[src/rtl/fft_mag_writer.sv]
// -----------------------------------------------------------------------------
// fft_mag_writer
// Takes the streaming complex output of the FFT core, computes the squared
// magnitude of every bin and writes it into FFT_RAM. Once a whole frame is
// stored, fftdone is raised and the RAM is left untouched until freqdetect
// answers with detectdone.
//
// Ports
//   clk, reset          system clock, synchronous active-high reset
//   src_valid/sop/eop   FFT stream handshake and framing flags
//   src_real/src_imag   signed complex sample
//   src_ready           block accepts a sample this cycle
//   detectdone          one-cycle release pulse from freqdetect
//   wren/wraddr/data    RAM write port (bin index, saturated magnitude)
//   fftdone             level, a complete frame is held in RAM
//   err_frame           one-cycle pulse on a framing error
//
// Optional feature: define FMW_DC_NULL_EN to force the bin-0 (DC) word to zero
// so it can never win the peak search downstream. Write timing is unchanged.
// -----------------------------------------------------------------------------
module fft_mag_writer #(
    parameter int NPOINTS = 1024,
    parameter int AW      = 10,
    parameter int IW      = 16,
    parameter int MW      = 28,
    parameter int SHIFT   = 5
) (
    input  logic                 clk,
    input  logic                 reset,
    input  logic                 src_valid,
    input  logic                 src_sop,
    input  logic                 src_eop,
    input  logic signed [IW-1:0] src_real,
    input  logic signed [IW-1:0] src_imag,
    output logic                 src_ready,
    input  logic                 detectdone,
    output logic                 wren,
    output logic [AW-1:0]        wraddr,
    output logic [MW-1:0]        data,
    output logic                 fftdone,
    output logic                 err_frame
);

    // Width of re^2 + im^2; one extra bit so the sum never overflows.
    localparam int SW = 2 * IW + 1;
    localparam logic [AW-1:0] LAST_BIN = AW'(NPOINTS - 1);

    typedef enum logic [1:0] {
        IDLE  = 2'd0,
        WRITE = 2'd1,
        DRAIN = 2'd2,
        DONE  = 2'd3
    } state_t;

    state_t              state_r;
    logic [AW-1:0]       bin_r;
    logic                drain_r;
    logic                accept_s;
    logic                take_s;
    logic                last_s;
    logic [AW-1:0]       sample_bin_s;
    logic signed [2*IW-1:0] re_prod_s;
    logic signed [2*IW-1:0] im_prod_s;
    logic                s1_valid_r;
    logic [AW-1:0]       s1_addr_r;
    logic [2*IW-1:0]     s1_re_sq_r;
    logic [2*IW-1:0]     s1_im_sq_r;
    logic [SW-1:0]       sum_s;
    logic [MW-1:0]       mag_s;

    // Clamp a shifted magnitude to the largest RAM word.
    function automatic logic [MW-1:0] sat_mag(input logic [SW-1:0] v);
        logic [SW+MW-1:0] wide;
        wide = {{MW{1'b0}}, v};
        if (wide > {{SW{1'b0}}, {MW{1'b1}}}) begin
            sat_mag = {MW{1'b1}};
        end else begin
            sat_mag = wide[MW-1:0];
        end
    endfunction

    // Full signed products: the most negative input squares exactly.
    assign re_prod_s = src_real * src_real;
    assign im_prod_s = src_imag * src_imag;

    // Decide whether the current accept enters the pipeline and which bin it is.
    always_comb begin
        accept_s     = src_valid & src_ready;
        take_s       = 1'b0;
        sample_bin_s = '0;
        case (state_r)
            IDLE: begin
                // Only a clean start-of-frame opens a frame; anything else is dropped.
                take_s       = accept_s & src_sop & ~src_eop;
                sample_bin_s = '0;
            end
            WRITE: begin
                take_s = accept_s;
                if (src_sop) begin
                    sample_bin_s = '0;
                end else begin
                    sample_bin_s = bin_r;
                end
            end
            default: begin
                take_s       = 1'b0;
                sample_bin_s = '0;
            end
        endcase
        last_s = (sample_bin_s == LAST_BIN);
    end

    // Frame control FSM with registered handshake and status outputs.
    always_ff @(posedge clk) begin
        if (reset) begin
            state_r   <= IDLE;
            bin_r     <= '0;
            drain_r   <= 1'b0;
            src_ready <= 1'b0;
            fftdone   <= 1'b0;
            err_frame <= 1'b0;
        end else begin
            err_frame <= 1'b0;
            case (state_r)
                IDLE: begin
                    src_ready <= 1'b1;
                    fftdone   <= 1'b0;
                    if (accept_s && src_sop && src_eop) begin
                        err_frame <= 1'b1;
                    end else if (take_s) begin
                        bin_r   <= AW'(1);
                        state_r <= WRITE;
                    end
                end
                WRITE: begin
                    if (accept_s) begin
                        bin_r <= sample_bin_s + AW'(1);
                        if (last_s) begin
                            // Frame complete (missing eop is tolerated).
                            state_r   <= DRAIN;
                            drain_r   <= 1'b0;
                            src_ready <= 1'b0;
                            err_frame <= src_sop;
                        end else if (src_eop) begin
                            // Short frame: the bin is still written, no fftdone.
                            state_r   <= IDLE;
                            src_ready <= 1'b1;
                            err_frame <= 1'b1;
                        end else begin
                            src_ready <= 1'b1;
                            err_frame <= src_sop;
                        end
                    end else begin
                        src_ready <= 1'b1;
                    end
                end
                DRAIN: begin
                    // Two cycles let the last bin leave the datapath.
                    src_ready <= 1'b0;
                    if (drain_r) begin
                        state_r <= DONE;
                        fftdone <= 1'b1;
                    end else begin
                        drain_r <= 1'b1;
                    end
                end
                DONE: begin
                    if (detectdone) begin
                        state_r   <= IDLE;
                        fftdone   <= 1'b0;
                        src_ready <= 1'b1;
                    end else begin
                        fftdone   <= 1'b1;
                        src_ready <= 1'b0;
                    end
                end
                default: begin
                    state_r   <= IDLE;
                    src_ready <= 1'b0;
                    fftdone   <= 1'b0;
                end
            endcase
        end
    end

    // Stage-2 arithmetic: sum, shift, saturate, optional DC null.
    always_comb begin
        sum_s = {1'b0, s1_re_sq_r} + {1'b0, s1_im_sq_r};
`ifdef FMW_DC_NULL_EN
        if (s1_addr_r == '0) begin
            mag_s = '0;
        end else begin
            mag_s = sat_mag(sum_s >> SHIFT);
        end
`else
        mag_s = sat_mag(sum_s >> SHIFT);
`endif
    end

    // Two-stage magnitude pipeline; reset flushes it so no stale write escapes.
    always_ff @(posedge clk) begin
        if (reset) begin
            s1_valid_r <= 1'b0;
            s1_addr_r  <= '0;
            s1_re_sq_r <= '0;
            s1_im_sq_r <= '0;
            wren       <= 1'b0;
            wraddr     <= '0;
            data       <= '0;
        end else begin
            s1_valid_r <= take_s;
            if (take_s) begin
                s1_addr_r  <= sample_bin_s;
                s1_re_sq_r <= $unsigned(re_prod_s);
                s1_im_sq_r <= $unsigned(im_prod_s);
            end
            wren <= s1_valid_r;
            if (s1_valid_r) begin
                wraddr <= s1_addr_r;
                data   <= mag_s;
            end
        end
    end

endmodule

[config.mk]
export PLATFORM = sky130hd
export DESIGN_NAME = fft_mag_writer
export DESIGN_NICKNAME = d
export VERILOG_FILES = /design/src/rtl/fft_mag_writer.sv
export SDC_FILE = /design/constraint.sdc
export NUM_CORES = 1
export LEC_CHECK = 0
export CORE_MARGIN = 4
export CORE_UTILIZATION = 60
export DETAILED_ROUTE_END_ITERATION = 16
export PLACE_DENSITY_LB_ADDON = 0.08
export SLEW_MARGIN = 20
export SYNTH_ARGS = -nofsm -noshare
export SYNTH_HDL_FRONTEND = slang
export SYNTH_SLANG_ARGS = --single-unit
[constraint.sdc]
create_clock -name clk -period 27.6 [get_ports clk]
set_clock_uncertainty 0.2 [all_clocks]
set_input_delay 8.28 -clock clk [delete_from_list [all_inputs] [get_ports clk]]
set_output_delay 8.28 -clock clk [all_outputs]
set_load 0.005 [all_outputs]
==> qor.csv <==
stage,metric,value,unit
route,wirelength,51900,um
yosys,synth_compound_area_share,9.89,%
cells_and_area,drive_above_1_share,3.15,%
yosys,synth_async_sr_flop_share,0,%
global_routing,grt_antenna_before_repair,0,
floorplanning,die_w,207,um
yosys,yosysWarnings,0,
timing,max_freq,0.0649,GHz
cells_and_area,finalNetCount,3406,
run_status,status,"finished, final reports clean",
floorplanning,row_count,72,
yosys,synth_cell_types,73,
clock_network,cts_sinks,126,
route,firstDrtPassIters,5,
clock_network,holdBufCountCts,0,
floorplanning,core_area,38900,um^2
floorplanning,ios,80,
clock_network,post_cts_resized,0,
place,gp_congestion,0.929,
route,drtIter0Drc,958,
yosys,synth_top_family_by_area,adder cells,
setup_path,path_class,in2reg,
clock_network,cts_buffer_depth,2,
yosys,syn_inst,2665,
setup_path,r2r_start,s1_valid_r,
cells_and_area,n_antenna_cell,0,
global_routing,grt_start_max_net_pins,83,
clock_network,numCtsBuffers,17,
timing,relSlewSlack,36.9,%
clock_network,htreeDepth,4,
setup_path,crit_path_cell_trace,"clkdlybuf4s50_1, inv_1, nor2_1, fa_1, fa_1, fa_1, fa_1, fa_1, inv_1, fa_1, inv_1, ha_1, a21oi_1, o21ai_0, nor3_1, a211oi_1, nor3_1, nor2_1, or3_1, a32o_1",
yosys,synth-edff-count,0,
floorplanning,die_h,207,um
yosys,synth_mux_area_share,1.06,%
min_path,hp-class,reg2reg,
setup_path,crit_slowest_cell,fa_1,
setup_path,arrival,15.51,ns
timing,period_share,55.8,%
job,cap_violations,0,
setup_path,reg2regPathDepth,4,
timing,drv_slew,0,
place,placed_area,24900,um^2
setup_path,critPathMaxStageDelay,0.88,ns
route,vias,17600,
place,dp_hpwl,43100,um
global_routing,grt-ovfl-total,0,
route,ant_nets,0,
cells_and_area,area_growth,7.66,%
setup_path,cp_common_cell,fa_1,
global_routing,grt_pass1_vias,18600,
global_routing,grt_first_pass_wirelength,89400,um
setup_path,endpoint_kind,flip-flop,
cells_and_area,final_common_cell,inv_1,
timing,fin_crit,15.40,ns
setup_path,crit_fanout,16,
yosys,ys.flop_type,dfxtp_1,
yosys,yosys_register_bits,126,
cells_and_area,mostFrequentLayoutCells,"inv_1 (652), fa_1 (467), nand2_1 (271)",
route,drc_errors,0,
timing,hold_viol_final,0,
setup_path,endpoint,s1_im_sq_r[28],
route,viasPerCell,5.48,
yosys,netlist_area,23700,um^2
clock_network,cts-root-buf,clkbuf_16,
timing,fin_tns_setup,0,ns
timing,tightest_slew,0.947,ns
timing,rsz0062_at_grt,false,
clock_network,clk_latency,0.42,ns
cells_and_area,stdcell_area,25600,um^2
cells_and_area,layout.cells.non_filler,3218,
setup_path,critPathLaunchType,input pin,
clock_network,cts_tree,yes,
yosys,synth_nets,3384,
setup_path,r2r_setup_slack,24.52,ns
setup_path,worstReg2RegEnd,data[17],
route,post_drt_wl_per_cell,16.1,um
place,port_buffers,79,
global_routing,grtUsageTotal,25.7,%
setup_path,crit_required,27.71,ns
yosys,synth_xor_area_share,3.23,%
cells_and_area,final_core_util,65.7,%
place,place_inst,3186,
clock_network,clk_pin_slew_worst_paths,0.06,ns
floorplanning,die_area,42800,um^2
clock_network,post-cts-setup-buffers,0,
floorplanning,start_util,61.0,%
yosys,synth_adder_area_share,50.7,%
timing,setup_violations,0,
yosys,ys_seq_area_share,10.6,%
yosys,synthSimpleGateAreaFrac,12.7,%
yosys,synth_area_per_cell,8.91,um^2
setup_path,critPathLaunch,src_imag[15],
-- logic make-up after synthesis --
group           after synthesis
fa+ha+maj                   681
mux                          25
flops                       126
buf+inv                     743
compound gates              352
simple gates                652
xor+xnor                     86
-- sequential cells by signal, indices dropped and copies added (netlist names), 2 cells and up --
register,count
wraddr,10
s1_addr_r,10
s1_re_sq_r,30
data,28
bin_r,10
state_r,2
s1_im_sq_r,30
-- synthesized netlist by cell type, types with 5 or more instances --
cell       number  area, um^2
a2111oi_0       6        52.6
a211oi_1       21         158
a21o_1         30         225
a21oi_1       123         616
a22oi_1         6        45.0
a311o_1         6        60.1
a31o_2         16         140
a31oi_1        13        81.3
a32o_1          5        50.1
and2_1         73         457
and3_1         22         138
and4_1         10        87.6
buf_1           8        30.0
clkbuf_1       78         293
dfxtp_1       126        2520
fa_1          467        9350
ha_1          214        2680
inv_1         652        2450
mux2i_1        24         240
nand2_1       271        1020
nand2b_1       12        75.1
nand3_1        35         175
nand3b_1        6        45.0
nand4_1         9        56.3
nor2_1        147         552
nor2b_1         9        56.3
nor3_1         21         105
nor4_1          7        43.8
o211ai_1        8        60.1
o21a_1         12        90.1
o21ai_0        54         270
o21bai_1        8        60.1
or3_1          12        75.1
xnor2_1        60         526
xor2_1         25         219
-- metal layers --
metal	wire length [um]	up-vias	global-route usage [%]
met5	0	-	0
met4	652	0	4.27
met3	2930	61	3.02
met2	25100	437	43.5
met1	23200	8840	36.7
li1	-	8282	-
-- critical path, delay by kind of cell --
kind                     cells  cell delay [ns]
AO/OA/AOI/OAI                4             0.67
adder cells (fa/ha/maj)      7             3.84
buffers and inverters        4             1.42
AND/OR/NAND/NOR              5             1.27
-- how the worst min path moves through the flow --
stage	startpoint	to	cells past startpoint
floorplan	s1_addr_r[3]	s1_addr_r[3]	2
CTS	s1_addr_r[9]	s1_addr_r[9]	2
global placement	s1_addr_r[5]	s1_addr_r[5]	2
detailed placement	s1_addr_r[5]	s1_addr_r[5]	2
finish	s1_addr_r[8]	s1_addr_r[8]	2
global route	s1_addr_r[5]	s1_addr_r[5]	2
-- area by class of cell --
class	count	area, um^2
Clock buffer	17	425
Clock inverter	15	198
Fill cell	3321	13400
Inverter	655	2460
Multi-Input combinational cell	1796	18400
Sequential cell	126	2520
Tap cell	518	648
Timing Repair Buffer	91	878
-- through the flow --
| step | setup slack (ns) | hold WS, ns |
|---|---|---|
| 2_1_floorplan | 13.19 | 0.232 |
| 3_3_place_gp | 12.07 | 0.242 |
| 3_5_place_dp | 11.82 | 0.247 |
| 4_1_cts | 12.26 | 0.255 |
| 5_1_grt | 11.73 | 0.268 |
| 6_report | 12.20 | 0.252 |
Power is not shown: default switching activity piles up to over one toggle a cycle in this logic, so the estimate is an artifact.
